### src/rtl/enc_round_sequencer_pkg.sv
// enc_round_sequencer_pkg: shared state encoding, flags, defaults and stage indices
package enc_round_sequencer_pkg;
    localparam int LEN_STATE = 3;
    typedef enum logic [LEN_STATE-1:0] {
        S_IDLE  = 3'd0,
        S_LOAD  = 3'd1,
        S_ISSUE = 3'd2,
        S_WAIT  = 3'd3,
        S_NEXT  = 3'd4,
        S_STORE = 3'd5,
        S_DONE  = 3'd6,
        S_ERR   = 3'd7
    } state_e;
    localparam logic ENABLE  = 1'b1;
    localparam logic DISABLE = 1'b0;
    localparam int NUM_STAGES_DEF = 5;
    localparam int NUM_ROUNDS_DEF = 24;
    localparam int WDT_CYCLES_DEF = 1024;
    localparam int STG_COLPAR  = 0;
    localparam int STG_ROTATE  = 1;
    localparam int STG_PERMUTE = 2;
    localparam int STG_REVAL   = 3;
    localparam int STG_ADDRC   = 4;
endpackage

### src/rtl/enc_step_counter.sv
// enc_step_counter: nested stage/round counters; clr_i zeroes both, adv_i steps one stage
// Ports: clk, rst (async high), clr_i, adv_i, stage_o, round_o, last_stage_o, last_round_o
module enc_step_counter
    import enc_round_sequencer_pkg::*;
#(
    parameter int NUM_STAGES = NUM_STAGES_DEF,
    parameter int NUM_ROUNDS = NUM_ROUNDS_DEF,
    localparam int SW = (NUM_STAGES > 1) ? $clog2(NUM_STAGES) : 1,
    localparam int RW = (NUM_ROUNDS > 1) ? $clog2(NUM_ROUNDS) : 1
) (
    input  logic          clk,
    input  logic          rst,
    input  logic          clr_i,
    input  logic          adv_i,
    output logic [SW-1:0] stage_o,
    output logic [RW-1:0] round_o,
    output logic          last_stage_o,
    output logic          last_round_o
);
    logic [SW-1:0] stage_q, stage_d;
    logic [RW-1:0] round_q, round_d;
    logic          last_step;
    assign last_stage_o = stage_q == SW'(NUM_STAGES - 1);
    assign last_round_o = round_q == RW'(NUM_ROUNDS - 1);
    assign last_step    = last_stage_o && last_round_o;
    // round holds at its last value after the final stage so it never wraps mid-run
    always_comb begin
        stage_d = clr_i ? '0 : !adv_i ? stage_q : last_stage_o ? '0 : stage_q + 1'b1;
        round_d = clr_i ? '0 : (adv_i && last_stage_o && !last_step) ? round_q + 1'b1 : round_q;
    end
    always_ff @(posedge clk or posedge rst) begin
        if (rst) begin
            stage_q <= '0;
            round_q <= '0;
        end else begin
            stage_q <= stage_d;
            round_q <= round_d;
        end
    end
    assign stage_o = stage_q;
    assign round_o = round_q;
endmodule

### src/rtl/enc_round_sequencer.sv
// enc_round_sequencer: schedules load, NUM_ROUNDS x NUM_STAGES stage runs, then store
// Ports: clk, rst (async high), start_i, load_done_i, store_done_i, stage_done_i[NUM_STAGES];
//        stage_start_o (one-hot pulse), stage_sel_o, round_o, load_o, store_o, busy_o, done_o, error_o
// Macro ENC_WDT_EN adds a WAIT watchdog (WDT_CYCLES) and the ERR state.
module enc_round_sequencer
    import enc_round_sequencer_pkg::*;
#(
    parameter int NUM_STAGES = NUM_STAGES_DEF,
    parameter int NUM_ROUNDS = NUM_ROUNDS_DEF,
`ifdef ENC_WDT_EN
    parameter int WDT_CYCLES = WDT_CYCLES_DEF,
`endif
    localparam int SW = (NUM_STAGES > 1) ? $clog2(NUM_STAGES) : 1,
    localparam int RW = (NUM_ROUNDS > 1) ? $clog2(NUM_ROUNDS) : 1
) (
    input  logic                  clk,
    input  logic                  rst,
    input  logic                  start_i,
    input  logic                  load_done_i,
    input  logic                  store_done_i,
    input  logic [NUM_STAGES-1:0] stage_done_i,
    output logic [NUM_STAGES-1:0] stage_start_o,
    output logic [SW-1:0]         stage_sel_o,
    output logic [RW-1:0]         round_o,
    output logic                  load_o,
    output logic                  store_o,
    output logic                  busy_o,
    output logic                  done_o,
    output logic                  error_o
);
    state_e state_q, state_d;
    logic   last_stage, last_round, cnt_clr, sel_done, wdt_trip;
    enc_step_counter #(.NUM_STAGES(NUM_STAGES), .NUM_ROUNDS(NUM_ROUNDS)) u_cnt (
        .clk          (clk),
        .rst          (rst),
        .clr_i        (cnt_clr),
        .adv_i        (state_q == S_NEXT),
        .stage_o      (stage_sel_o),
        .round_o      (round_o),
        .last_stage_o (last_stage),
        .last_round_o (last_round)
    );
    assign sel_done = stage_done_i[stage_sel_o];
    // counters read zero in IDLE and ERR, so a run out of either starts at round 0, stage 0
    assign cnt_clr = (state_d == S_IDLE) || (state_d == S_ERR);
`ifdef ENC_WDT_EN
    localparam int WW = $clog2(WDT_CYCLES) + 1;
    logic [WW-1:0] wdt_q, wdt_d;
    // trips on the WAIT cycle whose increment would reach WDT_CYCLES-1
    assign wdt_d    = (state_q == S_ISSUE) ? '0 : (state_q == S_WAIT) ? wdt_q + 1'b1 : wdt_q;
    assign wdt_trip = (wdt_q + 1'b1) == WW'(WDT_CYCLES - 1);
    always_ff @(posedge clk or posedge rst) begin
        if (rst) wdt_q <= '0;
        else     wdt_q <= wdt_d;
    end
    assign error_o = state_q == S_ERR;
`else
    assign wdt_trip = DISABLE;
    assign error_o  = DISABLE;
`endif
    always_comb begin
        state_d = state_q;
        case (state_q)
            S_IDLE:  state_d = start_i ? S_LOAD : S_IDLE;
            S_LOAD:  state_d = load_done_i ? S_ISSUE : S_LOAD;
            S_ISSUE: state_d = S_WAIT;
            S_WAIT:  state_d = sel_done ? S_NEXT : wdt_trip ? S_ERR : S_WAIT;
            S_NEXT:  state_d = (last_stage && last_round) ? S_STORE : S_ISSUE;
            S_STORE: state_d = store_done_i ? S_DONE : S_STORE;
            S_DONE:  state_d = S_IDLE;
`ifdef ENC_WDT_EN
            default: state_d = start_i ? S_LOAD : S_ERR;
`else
            default: state_d = S_IDLE;
`endif
        endcase
    end
    always_ff @(posedge clk or posedge rst) begin
        if (rst) state_q <= S_IDLE;
        else     state_q <= state_d;
    end
    assign stage_start_o = (state_q == S_ISSUE) ? NUM_STAGES'(1) << stage_sel_o : '0;
    assign load_o        = state_q == S_LOAD;
    assign store_o       = state_q == S_STORE;
    assign done_o        = state_q == S_DONE;
    assign busy_o        = (state_q != S_IDLE) && (state_q != S_ERR);
endmodule

### config.mk
export PLATFORM = sky130hd
export DESIGN_NAME = enc_round_sequencer
export DESIGN_NICKNAME = d
export VERILOG_FILES = /design/src/rtl/enc_round_sequencer_pkg.sv /design/src/rtl/enc_step_counter.sv /design/src/rtl/enc_round_sequencer.sv
export SDC_FILE = /design/constraint.sdc
export NUM_CORES = 1
export LEC_CHECK = 0
export CORE_MARGIN = 10
export CORE_UTILIZATION = 47
export DETAILED_ROUTE_END_ITERATION = 8
export GPL_TIMING_DRIVEN = 0
export PLACE_DENSITY_LB_ADDON = 0.2
export SLEW_MARGIN = 20
export SYNTH_ARGS = -nofsm -noshare
export SYNTH_HDL_FRONTEND = slang
export SYNTH_SLANG_ARGS = --single-unit
### constraint.sdc
create_clock -name clk -period 3.72 [get_ports clk]
set_input_delay 0.744 -clock clk [delete_from_list [all_inputs] [get_ports clk]]
set_output_delay 0.744 -clock clk [all_outputs]
set_load 0.01 [all_outputs]
==> flow_metrics.tcl <==
set metrics [dict create \
    critical_path_class "flop to output port" \
    min_period_ns 2.66 \
    syn_avg_cell_area_sq_um 8.46 \
    combPwrFrac 0.580 \
    timing.final.crit_share 0.715 \
    setup_viol 0 \
    intPower_mw 0.356 \
    slew_violations 0 \
    dieArea_sq_um 3820 \
    rows 15 \
    postSynthNetCount 113 \
    power_mw 0.601 \
    grt_pass1_vias 720 \
    post_cts_buffers 0 \
    dp.cells 140 \
    instances_no_fill 144 \
    rsz0062_at_grt "false" \
    via_count 757 \
    final_area_sq_um 1130 \
    overflow 0 \
    post-dp-hpwl_um 1510 \
    end_kind "output port" \
    final_nets 144 \
    antenna_found_initial 0 \
    cts_tree "built" \
    totalWireLength_um 1900 \
    chipWidth_um 61.8 \
    synth.largest_area_cell "dfrtp_1" \
    hp-class "flop to flop" \
    grt_start_max_net_pins 12 \
    ir_worst_vdd_mv 0.302 \
    worst-path-max-fanout 10 \
    drive_gt1_frac 0.102 \
    ctsHoldBuffers 0 \
    power_frac_clock 0.130 \
    setup_tns_ns 0 \
    r2r_slack_ns 2.12 \
    ioPinCount 28 \
    portBuffers 26 \
    ys_ff_latch 11 \
    hold_viol_final 0 \
    insertion_delay_ns 0.26 \
    coreArea_sq_um 1690 \
    n_antenna_cell 0 \
    vias_per_cell 5.26 \
    synthTopCellsByArea "dfrtp_1 34%, ha_1 9.1%, nor2_1 8.7%" \
    antenna_left 0 \
    static-leakage-power_nw 0.488 \
    cts_sinks 11 \
    htree_num_levels 1 \
    synth_top_area_frac 0.335 \
    clk_path_buf_depth 2 \
    drv_cap 0 \
    dr.pass1.iters 4 \
    power_switching_mw 0.245 \
    drt_iter0_drc 10 \
    syn_inst 97 \
    fmax_ghz 0.376 \
    place_ws_ns 1.32 \
    grtUsageTotal 0.107 \
    p_per_area_nw_per_um2 533 \
    cp-start-kind "flop" \
    area_growth_syn_to_layout_pct 37.5 \
    pwr-share-seq 0.290 \
    arrival_ns 1.92 \
    initial_core_util 0.486 \
    grt_pass1_wl_um 3110 \
    cp.required_ns 2.98 \
    path_clk_slew_ns 0.06 \
    routedWlPerCell_um 13.2 \
    status "finished clean" \
    yosys.cell_types.count 32 \
    yosysSeqAreaShare 0.335 \
    drcViolationCount 0 \
    cts_resized 0 \
    fin_skew_ns 0.00252 \
    cts_buffers 3 \
    die_y_um 61.8 \
    fin_ws_ns 1.06 \
    yosys_warnings 0 \
    routabilityCongestion 0.836 \
    dpl_cell_area_sq_um 1100 \
    cts-root-buf "clkbuf_4" \
    p_sw_frac 0.407 \
    syn_area_sq_um 821 \
]
==> worst paths after layout <==
| kind | startpoint | end | cells past startpoint |
|---|---|---|---|
| worst max-delay path | state_q[0] | stage_start_o[2] | 5 |
| worst min-delay path | u_cnt.round_o[3] | u_cnt.round_o[3] | 1 |
| worst max register to register | u_cnt.stage_o[0] | u_cnt.round_o[3] | 6 |
| worst min register to register | u_cnt.round_o[3] | u_cnt.round_o[3] | 1 |
| max in group asynchronous | rst | state_q[2] | 2 |
| min in group asynchronous | rst | u_cnt.round_o[4] | 2 |
==> cell usage after synthesis <==
cell	number
a21oi_1	4
a221o_1	1
and2_1	4
and2_4	1
and3_1	1
and4_1	1
buf_2	4
buf_4	1
conb_1	1
dfrtp_1	11
ha_1	6
inv_1	7
mux2i_1	3
mux4_2	1
nand2_1	6
nand2b_1	3
nand3_1	4
nand4_1	1
nand4b_1	1
nor2_1	19
nor2b_1	1
nor3_1	4
nor3_2	1
nor3b_2	1
o21ai_0	1
o21ai_4	1
o22ai_1	2
o2bb2ai_1	1
or3b_1	1
or4_1	1
xnor2_1	1
xor2_1	2
==> layout make-up <==
class | instances | area (sq um)
repair buffers | 26 | 260
fillers | 148 | 561
well taps | 17 | 21.3
clock buffers | 4 | 26.3
plain buffers | 5 | 27.5
flip-flops and latches | 11 | 275
inverters | 7 | 26.3
multi-input cells | 74 | 492
==> cell usage in the layout (no fill, tap or decap), drive strengths merged <==
| cell type | n |
|---|---|
| nand4 | 1 |
| mux2i | 3 |
| nor3b | 1 |
| o2bb2ai | 1 |
| conb | 1 |
| o21ai | 2 |
| a221o | 1 |
| dfrtp | 11 |
| nor3 | 5 |
| nand2b | 3 |
| or3b | 1 |
| or4 | 1 |
| xor2 | 2 |
| nand2 | 6 |
| ha | 6 |
| mux4 | 1 |
| xnor2 | 1 |
| and2 | 5 |
| a21oi | 4 |
| inv | 7 |
| nor2b | 1 |
| and3 | 1 |
| clkbuf | 4 |
| nand3 | 4 |
| o22ai | 2 |
| and4 | 1 |
| clkdlybuf4s50 | 26 |
| buf | 5 |
| nor2 | 19 |
| nand4b | 1 |
==> registers in the layout, indices dropped and copies added, names as in the netlist <==
name and count:
u_cnt.round_o 5, u_cnt.stage_o 3, state_q 3
==> kinds of logic after synthesis <==
group | share of synthesized area
buf+inv | 0.0656
compound gates | 0.0884
mux | 0.0640
simple gates | 0.319
other cells | 0.00457
flops | 0.335
xor+xnor | 0.0320
fa+ha+maj | 0.0915
==> layer usage <==
metal  share of wire  vias to the layer above  GRT usage
met1            0.45                      343      0.124
met4           0.018                        0     0.0573
met2            0.47                       21      0.173
li1                -                      387          -
met5               0                        -          0
met3           0.066                        6     0.0325
==> metrics by stage <==
step | hold slack, ns | utilization
floorplan | 0.543 | -
global placement | 0.521 | 0.653
detailed placement | 0.535 | 0.653
CTS | 0.548 | 0.668
global route | 0.575 | 0.668
finish | 0.551 | 0.668
==> power by group through the flow <==
stage | registers [mW] | logic, mW | clock network [mW]
2_1_floorplan | 0.173 | 0.229 | 0
5_1_grt | 0.180 | 0.386 | 0.0860
3_5_place_dp | 0.178 | 0.351 | 0
6_report | 0.175 | 0.348 | 0.0782
3_3_place_gp | 0.175 | 0.349 | 0
4_1_cts | 0.175 | 0.353 | 0.0792
==> critical path, cell delays in order (launching register included) <==
cell and delay, ns:
dfrtp_1 0.42, buf_2 0.20, nand2b_1 0.19, nor2_1 0.16, and2_1 0.14, clkdlybuf4s50_1 0.54
Power figures use the tool's default switching activity.
